==> src/rtl/gcd_pkg.sv <==
// Shared definitions for the streaming binary-GCD engine.
// Contents: FSM state encoding, counter-width helper and the worst-case
// iteration bound used by both the engine and its bench.
package gcd_pkg;

  typedef enum logic [1:0] {
    IDLE   = 2'd0,
    COMMON = 2'd1,
    REDUCE = 2'd2,
    OUT    = 2'd3
  } state_e;

  // Width of the iteration counter. It leaves headroom above the worst case,
  // so the counter never wraps.
  function automatic int cycle_w(input int width);
    return $clog2(4 * width + 8);
  endfunction

  // Upper bound on edges spent in COMMON+REDUCE for one operand pair.
  function automatic int MAX_CYCLES(input int width);
    return 4 * width + 4;
  endfunction

endpackage

==> src/rtl/gcd_fifo.sv <==
// Operand-pair queue: circular buffer with wrapping pointers and an occupancy count.
// Ports: clk/rst (async active-high), push_i/wdata_i write side, pop_i/rdata_o
//        read side (rdata_o shows the head combinationally), full_o/empty_o status.
module gcd_fifo #(
  parameter int WIDTH2 = 64,
  parameter int DEPTH  = 4
) (
  input  logic              clk,
  input  logic              rst,
  input  logic              push_i,
  input  logic [WIDTH2-1:0] wdata_i,
  input  logic              pop_i,
  output logic [WIDTH2-1:0] rdata_o,
  output logic              full_o,
  output logic              empty_o
);

  localparam int AW = $clog2(DEPTH);

  logic [WIDTH2-1:0] mem_q [DEPTH];
  logic [AW-1:0]     wr_ptr_q;
  logic [AW-1:0]     rd_ptr_q;
  logic [AW:0]       count_q;
  logic              do_push;
  logic              do_pop;

  // Guard against overflow/underflow here as well, so a misbehaving caller
  // cannot corrupt the pointers.
  assign do_push = push_i && !full_o;
  assign do_pop  = pop_i && !empty_o;

  assign full_o  = (count_q == (AW + 1)'(DEPTH));
  assign empty_o = (count_q == '0);
  assign rdata_o = mem_q[rd_ptr_q];

  // DEPTH is a power of two, so the pointers wrap by plain overflow.
  always_ff @(posedge clk or posedge rst) begin
    if (rst) begin
      wr_ptr_q <= '0;
      rd_ptr_q <= '0;
      count_q  <= '0;
    end else begin
      if (do_push) wr_ptr_q <= wr_ptr_q + AW'(1);
      if (do_pop)  rd_ptr_q <= rd_ptr_q + AW'(1);
      case ({do_push, do_pop})
        2'b10:   count_q <= count_q + (AW + 1)'(1);
        2'b01:   count_q <= count_q - (AW + 1)'(1);
        default: count_q <= count_q;
      endcase
    end
  end

  // Storage needs no reset: an entry is only read after it has been written.
  always_ff @(posedge clk) begin
    if (do_push) mem_q[wr_ptr_q] <= wdata_i;
  end

endmodule

==> src/rtl/gcd_stream.sv <==
// Streaming binary (Stein) GCD engine with an input queue, one shift or subtract per clock.
// Ports: clk/rst (async active-high); in_valid/in_ready/in_a/in_b operand side;
//        out_valid/out_ready/out_result/out_a/out_b/out_cycles result side.
module gcd_stream
  import gcd_pkg::*;
#(
  parameter  int WIDTH = 32,
  parameter  int DEPTH = 4,
  localparam int CW    = cycle_w(WIDTH)
) (
  input  logic             clk,
  input  logic             rst,
  input  logic             in_valid,
  output logic             in_ready,
  input  logic [WIDTH-1:0] in_a,
  input  logic [WIDTH-1:0] in_b,
  output logic             out_valid,
  input  logic             out_ready,
  output logic [WIDTH-1:0] out_result,
  output logic [WIDTH-1:0] out_a,
  output logic [WIDTH-1:0] out_b,
  output logic [CW-1:0]    out_cycles
);

  localparam int KW = $clog2(WIDTH);

  state_e state_q, state_d;

  logic [WIDTH-1:0] x_q, x_d;
  logic [WIDTH-1:0] y_q, y_d;
  logic [KW-1:0]    k_q, k_d;
  logic [WIDTH-1:0] res_q, res_d;
  logic [WIDTH-1:0] a_q, a_d;
  logic [WIDTH-1:0] b_q, b_d;
  logic [CW-1:0]    cyc_q, cyc_d;

  logic               fifo_full;
  logic               fifo_empty;
  logic [2*WIDTH-1:0] head;
  logic [WIDTH-1:0]   head_a;
  logic [WIDTH-1:0]   head_b;
  logic               head_zero;
  logic               push;
  logic               pop;
  logic               both_even;

  // ---------------------------------------------------------------- queue
  // in_ready comes from the registered count, so a push is never offered
  // against a full queue even if the engine pops on the same edge.
  assign in_ready = !fifo_full && !rst;
  assign push     = in_valid && in_ready;

  gcd_fifo #(
    .WIDTH2 (2 * WIDTH),
    .DEPTH  (DEPTH)
  ) u_fifo (
    .clk     (clk),
    .rst     (rst),
    .push_i  (push),
    .wdata_i ({in_a, in_b}),
    .pop_i   (pop),
    .rdata_o (head),
    .full_o  (fifo_full),
    .empty_o (fifo_empty)
  );

  assign head_a    = head[2*WIDTH-1:WIDTH];
  assign head_b    = head[WIDTH-1:0];
  assign head_zero = (head_a == '0) || (head_b == '0);
  assign both_even = !x_q[0] && !y_q[0];

  // ---------------------------------------------------------------- FSM
  always_ff @(posedge clk or posedge rst) begin
    if (rst) state_q <= IDLE;
    else     state_q <= state_d;
  end

  always_comb begin
    state_d = state_q;
    case (state_q)
      IDLE: begin
        // A zero operand needs no iterations and goes straight to OUT.
        if (!fifo_empty) state_d = head_zero ? OUT : COMMON;
      end
      COMMON: begin
        if (!both_even) state_d = REDUCE;
      end
      REDUCE: begin
        if (y_q == '0) state_d = OUT;
      end
      OUT: begin
        if (out_ready) state_d = IDLE;
      end
      default: state_d = IDLE;
    endcase
  end

  // Popping only from IDLE means the release edge out of OUT never pops; the
  // next pair is taken one edge later.
  always_comb begin
    pop       = (state_q == IDLE) && !fifo_empty;
    out_valid = (state_q == OUT);
  end

  // ---------------------------------------------------------------- datapath
  always_comb begin
    x_d   = x_q;
    y_d   = y_q;
    k_d   = k_q;
    res_d = res_q;
    a_d   = a_q;
    b_d   = b_q;
    cyc_d = cyc_q;
    case (state_q)
      IDLE: begin
        if (pop) begin
          a_d   = head_a;
          b_d   = head_b;
          cyc_d = '0;
          if (head_zero) begin
            // gcd(0,n) = n and gcd(0,0) = 0; both reduce to an OR.
            res_d = head_a | head_b;
          end else begin
            x_d = head_a;
            y_d = head_b;
            k_d = '0;
          end
        end
      end
      COMMON: begin
        cyc_d = cyc_q + CW'(1);
        // Strip the shared power of two, remembered in k.
        if (both_even) begin
          x_d = x_q >> 1;
          y_d = y_q >> 1;
          k_d = k_q + KW'(1);
        end
      end
      REDUCE: begin
        cyc_d = cyc_q + CW'(1);
        // Rule order matters: both values are odd by the time we subtract,
        // and the larger one is always the minuend, so no underflow.
        if (y_q == '0) begin
          res_d = x_q << k_q;
        end else if (!x_q[0]) begin
          x_d = x_q >> 1;
        end else if (!y_q[0]) begin
          y_d = y_q >> 1;
        end else if (x_q > y_q) begin
          x_d = y_q;
          y_d = x_q - y_q;
        end else begin
          y_d = y_q - x_q;
        end
      end
      default: ; // OUT holds every output register
    endcase
  end

  always_ff @(posedge clk or posedge rst) begin
    if (rst) begin
      x_q   <= '0;
      y_q   <= '0;
      k_q   <= '0;
      res_q <= '0;
      a_q   <= '0;
      b_q   <= '0;
      cyc_q <= '0;
    end else begin
      x_q   <= x_d;
      y_q   <= y_d;
      k_q   <= k_d;
      res_q <= res_d;
      a_q   <= a_d;
      b_q   <= b_d;
      cyc_q <= cyc_d;
    end
  end

  assign out_result = res_q;
  assign out_a      = a_q;
  assign out_b      = b_q;
  assign out_cycles = cyc_q;

endmodule

==> config.mk <==
export PLATFORM = sky130hd
export DESIGN_NAME = gcd_stream
export DESIGN_NICKNAME = d
export VERILOG_FILES = /design/src/rtl/gcd_pkg.sv /design/src/rtl/gcd_fifo.sv /design/src/rtl/gcd_stream.sv
export SDC_FILE = /design/constraint.sdc
export NUM_CORES = 1
export LEC_CHECK = 0
export ABC_AREA = 1
export CORE_MARGIN = 2
export CORE_UTILIZATION = 49
export CTS_CLUSTER_DIAMETER = 200
export DETAILED_ROUTE_END_ITERATION = 10
export DONT_BUFFER_PORTS = 1
export GPL_ROUTABILITY_DRIVEN = 1
export PLACE_DENSITY_LB_ADDON = 0.08
export SETUP_SLACK_MARGIN = 0.3
export SYNTH_ARGS = -nofsm -noshare
export SYNTH_HDL_FRONTEND = slang
export SYNTH_SLANG_ARGS = --single-unit
==> constraint.sdc <==
create_clock -name clk -period 18.85 [get_ports clk]
set_clock_uncertainty 0.2 [all_clocks]
set_input_delay 3.77 -clock clk [delete_from_list [all_inputs] [get_ports clk]]
set_output_delay 3.77 -clock clk [all_outputs]
set_load 0.01 [all_outputs]
== After elaboration in Yosys (flattened, before gate mapping) ==
Memory sizes are Yosys's and may differ from the RTL's.
Index checks and enable logic that the tools add are counted.
Widths: inputs -> output; s select.
Word-level totals
  register bits: 182
  RAM bits: 256
  logic and storage cells: 108
  memories: 1
Cells by class
  $add $sub $neg: 8
  $lt $le $gt $ge: 1
  eq/ne operators: 18
  shifts and indexed selects: 1
  mux-type cells: 35
  bitwise logic cells: 1
  reductions and logical operators: 31
Memory list
  u_fifo.mem_q: depth 4, width 64, rd ports 1, clocked after memory_dff 0, write ports 1, RTL line gcd_fifo.sv:20  | logic [WIDTH2-1:0] mem_q [DEPTH];
Operator list (count)
  $mux 32: 17
  $pmux 32 s3: 2
  $logic_not 32->1: 3
  $pmux 32 s2: 1
  $sub 32x32->32: 2
  $gt 32x32->1: 1
  $or 32x32->32: 1
  $shl 32x5->32: 1
  $ne 2x2->1 const B: 8
  $pmux 8 s2: 1
  $mux 5: 3
  $reduce_and 4->1: 3
  $mux 2: 5
  $pmux 5 s2: 1
  $add 8x1->8 const B: 1
  $mux 8: 1
  $pmux 2 s4: 1
  $reduce_bool 2->1: 4
  $reduce_and 7->1: 1
  $eq 2x2->1 const B: 3
  $logic_and 1x1->1: 6
  $ne 3x3->1 const B: 2
  $pmux 3 s2: 1
  $reduce_and 6->1: 1
  16 further kinds: 25

== Logic depth before layout (Yosys ltp) ==
Gate-level depths: netlist of the first run.
  depth after elaboration: 7
  depth in mapped cells: 20
  depth with buffers taken out: 19

== By module ==
A second synthesis of the first run with hierarchy kept.
Second synthesis, totals
  cells, all modules: 3319
  area, all modules: 26512.9 µm²
Modules (own cells, without submodules)
  gcd_stream: instances 1, cells an instance 2510, area an instance 15847.7 µm²
  gcd_fifo: instances 1, cells an instance 809, area an instance 10665.2 µm²

== Least setup slack after synthesis of the first run ==
Ideal clock, no wire load.
  path type: input to output
  start point: input rst
  end point: output in_ready
  arrival time: 4.031 ns
  data required time: 14.880 ns
  setup slack: 10.849 ns
  cell stages on the path: 1
  cell sequence: a31oi_1
Between the ends
  cells in the longest elaborated chain, start to end: 2
Ends and longest elaborated chain
  start: declaration: RTL line gcd_stream.sv:12  | input logic rst,
  $logic_not 1->1 (no line)
  $logic_and 1x1->1: RTL line gcd_stream.sv:50  | assign in_ready = !fifo_full && !rst;
  end: declaration: RTL line gcd_stream.sv:14  | output logic in_ready,
No other way between the ends.

== Worst setup path in the final report of the first run ==
Same ends and word-level chain as after synthesis.

==> results of run 1 <==
==> cells in the mapped netlist (12+ instances only) <==
library cell and count:
edfxtp_1 256, ha_1 78, o21ai_1 43, inv_1 295
dfrtp_1 182, xor2_1 14, nand2_1 1259, a21oi_1 192
nor2_1 183, o22ai_1 31, clkbuf_1 75, o211ai_1 24
buf_2 57, nand3_1 297, or2_2 12, nand4_1 31
nor3_1 12, o21ai_0 166
==> registers in the layout, indices dropped and copies added (netlist names) <==
name and cells:
u_fifo.mem_q 256, out_a 32, out_b 32, out_result 32, x_q 32, y_q 32, out_cycles 8, k_q 5
u_fifo.count_q 3, state_q 2, u_fifo.rd_ptr_q 2, u_fifo.wr_ptr_q 2
==> through the flow <==
stage | cell area (µm²) | setup WS [ps] | utilization, % | cells | hold WS [ps]
after global placement | 25700 | 10810 | 50.3 | 3845 | 261
after detailed placement | 25700 | 10820 | 50.3 | 3845 | 289
final | 27300 | 10830 | 53.5 | 3935 | 300
after CTS | 27300 | 10820 | 53.5 | 3935 | 301
after floorplan | 25200 | 9940 | - | 3287 | 246
after global routing | 27300 | 10810 | 53.5 | 3935 | 326
==> kinds of logic (layout without fill, tap and decap cells) <==
| group | count (synthesis) | in the layout | synth area share, % |
|---|---|---|---|
| AND/OR/NAND/NOR | 1804 | 1804 | 28.9 |
| AO/OA/AOI/OAI | 483 | 483 | 10.3 |
| buffers and inverters | 454 | 422 | 7.16 |
| flip-flops | 438 | 438 | 48.5 |
| adder cells (fa/ha/maj) | 81 | 81 | 4.11 |
| XOR/XNOR | 18 | 18 | 0.625 |
| multiplexers | 9 | 9 | 0.357 |
==> routing by layer <==
layer  wire length [µm]  global-route usage (%)  vias up
met5                 27                       0        -
met2              41200                    52.5      927
met4               4660                    16.5        4
met3               8210                    8.62      214
li1                   -                       -    10607
met1              35300                    42.9    10487
==> how the worst max path moves through the flow <==
stage	startpoint	to	cells after the start
3_5_place_dp	rst	in_ready	1
6_report	rst	in_ready	1
3_3_place_gp	rst	in_ready	1
5_1_grt	rst	in_ready	1
2_1_floorplan	rst	k_q[0]$_DFFE_PP0P_	1
4_1_cts	rst	in_ready	1
==> final cells by class <==
| type | instances | area share (%) |
|---|---|---|
| well taps | 680 | 3.12 |
| inverters | 303 | 4.20 |
| multi-input cells | 2395 | 41.1 |
| flip-flops and latches | 438 | 44.8 |
| repair buffers | 29 | 0.797 |
| clock buffers | 71 | 5.04 |
| clock inverters | 19 | 0.852 |
==> summary.txt, run 1 <==
Route
  – Drt wl/cell: approximately 23 µm
  – Via-to-Cell Ratio: 5.65
  – Via Count: approximately 22k
  – ANT nets after route: 0
  – Post-route DRC: 0
  – First-pass iteration count of the detailed router: 5
  – Initial DRC Count: ~2.5k
  – Routed Wire Length: between 80 and 90 mm

Synth
  – Synthesis Warnings: 0
  – Register area share after synthesis: approximately 49%
  – Top area cells in the synthesized netlist: edfxtp_1 (30%), nand2_1 (19%), dfrtp_1 (18%)
  – Seq cells post-synth: between 400 and 500
  – Synthesized instance count: between 3k and 4k
  – Async S/R FF share, synth: 41.6%
  – Post-synth EDFFs: roughly 260
  – Area of the mapped netlist: 25200 µm²
  – Library cells used by synthesis: 43
  – Synth area leader: edfxtp_1
  – Syn nets: 3436
  – Syn avg cell area: about 7.7 µm²
  – Main synth FF type: edfxtp_1
  – Share of the synthesized area in the top cell type: 30.5%

Setup path
  – Worst Path Buf+Inv: 0
  – Data arrival, critical path: just over 4000 ps
  – Reg2reg start: u_fifo.rd_ptr_q[0]$_DFFE_PP0P_
  – Worst path slowest cell: a31oi_1
  – Worst EP required: around 15000 ps
  – Reg2reg path depth: 16
  – Crit. End Element: output pin
  – Slowest cell delay on critical path: roughly 280 ps
  – Critical path cell sequence: a31oi_1
  – CP delay by family, top: compound AO/OA/AOI/OAI gates
  – Startpoint class of the critical path: input port
  – Worst R2R End: y_q[27]$_DFFE_PP0P_
  – CP Class: input port to output pin
  – Crit path max fanout: 2
  – Flop2flop setup slack: between 10000 and 15000 ps

Die
  – Die area: around 53000 µm²
  – Core Footprint: ~51000 µm²
  – I/O Pins: about 170
  – Starting Density: 49.4%
  – # rows: 83
  – Height of the chip: 231 µm
  – Die W: 231 µm

Finish
  – Nets@finish: 3364
  – Antenna Cells: 0
  – Most common cell after layout, fill and taps aside: nand2_1
  – Layout filler cell count: roughly 5.0k
  – FF+latch area: 12200 µm²
  – Layout area overhead: 8.30%
  – Most frequent cells in the layout: nand2_1 (1257), nand3_1 (296), inv_1 (294)
  – Multi-input logic area: approximately 11000 µm²
  – Layout cells sized above 1: under 10%

Place
  – Routability cong.: 0.977
  – HPWL after DPL: 64.9 mm
  – # port buffers: 0

Timing
  – Fin Setup TNS: 0 ps
  – Fin. Hold Viols: 0
  – Fin. max-slew vios: 0
  – # setup viols final: 0
  – Worst-Margin Slew: 1190 ps
  – RSZ-0062 raised after global routing: false
  – Slew Limit Headroom: 20.9%
  – Fmax: about 120 MHz
  – Fin crit share: 42.6%
  – Tmin final: 8020 ps

Worst hold path
  – Hold path cells: 1
  – Worst hold start: u_fifo.count_q[0]$_DFFE_PP0P_
  – WHS Endpoint: u_fifo.count_q[0]$_DFFE_PP0P_
  – Type of the tightest min-delay check: register to register

Clock network
  – H-tree depth: 2
  – Hold buffers post-CTS: 0
  – CTS tree: yes
  – Clock buffer depth: 3
  – Clock Root Buffer: clkbuf_16
  – Worst-Skew Late Latency: 610 ps
  – Clk slew on worst S/H paths: 60 ps
  – Post-CTS resize count: 0
  – CTS Buf Count: 48
  – Post-CTS Setup Inserts: 0
  – Clock sinks: 438

GRT
  – Vias in the first global route: about 21k
  – First-pass GRT wire length: approximately 130 mm
  – GRT Total Usage: about 33%
  – Initial antenna violation count: 3
  – Global route overflow: 0
  – Largest net degree at the start of global routing: roughly 110

Run
  – Max-cap violations: 0

Status
  – Status: finished, final reports clean
Power of run 1 is left out: the tool's default activity adds up to more than one toggle a clock period on the data nets, which glitch-free logic cannot reach.
==> inputs of run 2 (changes only) <==
==> constraint.sdc (replaced) <==
create_clock -name clk -period 7.8 [get_ports clk]
set_clock_uncertainty 0.2 [all_clocks]
set_input_delay 1.56 -clock clk [delete_from_list [all_inputs] [get_ports clk]]
set_output_delay 1.56 -clock clk [all_outputs]
set_load 0.01 [all_outputs]
==> summary.txt, run 2 (same netlist as run 1, synthesis figures left out) <==
Setup path
  – Startpoint class of the critical path: register
  – Worst EP required: 8120 ps (-6760 ps)
  – CP delay by family, top: simple AND/OR/NAND/NOR gates
  – Slowest cell delay on critical path: 770 ps (+490 ps)
  – Worst path slowest cell: inv_4
  – Worst Path Buf+Inv: 3 (+3)
  – CP Class: register to register
  – Critical path cell sequence: inv_4 > buf_4 > nand2_1 > nand3_1 > nand2_1 > nand2_1 > nor2_1 > nand2_1 > nor2_1 > nand2_1 > nand2_1 > nand2_1 > nand3_2 > buf_4 > nor2_1 > nand2_1 > nand2_1
  – Crit path top cell by count: nand2_1
  – Crit. End Element: register
  – Data arrival, critical path: 5320 ps (+1270 ps)
  – Crit path max fanout: 83 (+81)

Finish
  – Final non-filler cell total: 3932 (-0.076%)
  – Max reg flops: 256 (unchanged)
  – Nets@finish: 3361 (-0.089%)
  – Multi-input logic area: 11200 µm² (about the same)
  – Layout area overhead: 8.23% (about the same)
  – Layout cells sized above 1: 4.15% (-0.18 points)
  – Most frequent cells in the layout: nand2_1 (1258), nand3_1 (296), inv_1 (294)
  – Most common cell after layout, fill and taps aside: nand2_1
  – Largest register by flop count: u_fifo.mem_q
  – FF+latch area: 12200 µm² (unchanged)
  – Layout filler cell count: 4937 (-1.7%)

GRT
  – Initial antenna violation count: 5 (+2)
  – Grt met2 use: 54.3% (+1.8 points)
  – GRT Total Usage: 34.0% (+0.60 points)
  – Vias in the first global route: 21.0k (+0.82%)
  – Largest net degree at the start of global routing: 114 (+4.6%)
  – Met1 usage: 43.9% (+0.99 points)
  – Grt met3 use: 8.39% (-0.23 points)
  – First-pass GRT wire length: 135 mm (+1.7%)
  – Global route overflow: 0 (unchanged)
  – Most used routing layer: met2

Die
  – I/O Pins: 174 (unchanged)
  – Core Footprint: 51100 µm² (unchanged)
  – Height of the chip: 231 µm (unchanged)
  – Starting Density: 49.4% (unchanged)
  – Die area: 53300 µm² (unchanged)
  – Die W: 231 µm (unchanged)
  – # rows: 83 (unchanged)

Route
  – First-pass iteration count of the detailed router: 6 (+1)
  – Via Count: 22.6k (+1.5%)
  – Initial DRC Count: 2476 (-2.7%)
  – Routed Wire Length: 91.5 mm (+2.3%)
  – ANT nets after route: 0 (unchanged)
  – Drt wl/cell: 23.3 µm (+2.4%)
  – Post-route DRC: 0 (unchanged)
  – Via-to-Cell Ratio: 5.74 (+1.6%)

Timing
  – # setup viols final: 0 (unchanged)
  – Tmin final: 5010 ps
  – Fin. Hold Viols: 0 (unchanged)
  – Fin Setup TNS: 0 ps (unchanged)
  – Fin. max-slew vios: 0 (unchanged)
  – Slew Limit Headroom: 24.9% (+4.0 points)
  – Fmax: around 200 MHz
  – RSZ-0062 raised after global routing: false
  – Worst-Margin Slew: 1130 ps (-59.7 ps)
  – Fin crit share: approximately 64%

Clock network
  – CTS Buf Count: 47 (-2.1%)
  – Hold buffers post-CTS: 0 (unchanged)
  – Clk slew on worst S/H paths: 60 ps (about the same)
  – Clock buffer depth: 3 (unchanged)
  – Post-CTS resize count: 0 (unchanged)
  – Clock sinks: 438 (unchanged)
  – Worst-Skew Late Latency: 600 ps (about the same)
  – H-tree depth: 2 (unchanged)
  – CTS tree: yes
  – Post-CTS Setup Inserts: 0 (unchanged)
  – Clock Root Buffer: clkbuf_16

Place
  – # port buffers: 0 (unchanged)
  – HPWL after DPL: 66.9 mm (+3.0%)
  – Placed Cells: 3843 (-0.052%)
  – Routability cong.: 0.991 (+1.4%)

Worst hold path
  – Type of the tightest min-delay check: register to register

Run
  – Max-cap violations: 0 (unchanged)

Status
  – Status: finished, final reports clean
run 2: cell types whose count changed in the layout (fill, tap and decap cells not counted):
cell	delta
buf_4	-2
bufinv_16	+2
clkbuf_1	-5
clkbuf_16	+1
clkbuf_8	-6
clkinv_1	+6
clkinv_16	-1
clkinv_2	-2
clkinv_8	+1
clkinvlp_4	+3
diode_2	+1
inv_6	-1
nand2_1	+1
nand2_2	-1
run 2: final cells by class:
| class | instances | share of cell area (%) |
|---|---|---|
| antenna | 1 | 0.00917 |
| clock buffer | 61 | 4.77 |
| clock inverter | 27 | 1.12 |
| inverter | 303 | 4.20 |
| multi-input combinational | 2395 | 41.2 |
| sequential | 438 | 44.9 |
| tap | 680 | 3.12 |
| timing repair buffer | 27 | 0.743 |
run 2: per-layer routing:
metal / routed length, µm / part of all wire [%]
met5: 46 / 0.050
met3: 8700 / 9.5
met2: 41900 / 46
met4: 4460 / 4.9
met1: 36400 / 40
run 2: stage by stage:
step / util [%] / cell area (µm²) / worst slack [ps] / hold slack (ps)
finish: 53.4 / 27300 / 2790 / 272
global route: 53.4 / 27300 / 2510 / 323
CTS: 53.4 / 27300 / 2920 / 277
detailed placement: 50.3 / 25700 / 2970 / 264
global placement: 50.3 / 25700 / 3060 / 261
floorplan: - / 25200 / 1100 / 246
run 2: worst paths after layout:
check / depth (start not counted) / slack, ps / to / from
setup / recovery: 17 / 2790 / y_q[25]$_DFFE_PP0P_ / u_fifo.rd_ptr_q[0]$_DFFE_PP0P_
hold / removal: 1 / 270 / u_fifo.count_q[0]$_DFFE_PP0P_ / u_fifo.count_q[0]$_DFFE_PP0P_
setup reg to reg: 17 / 2790 / y_q[25]$_DFFE_PP0P_ / u_fifo.rd_ptr_q[0]$_DFFE_PP0P_
hold reg to reg: 1 / 270 / u_fifo.count_q[0]$_DFFE_PP0P_ / u_fifo.count_q[0]$_DFFE_PP0P_
max in group asynchronous: 2 / 5170 / x_q[28]$_DFFE_PP0P_ / rst
min in group asynchronous: 1 / 630 / u_fifo.count_q[1]$_DFFE_PP0P_ / rst
Power of run 2 is left out for the same reason.
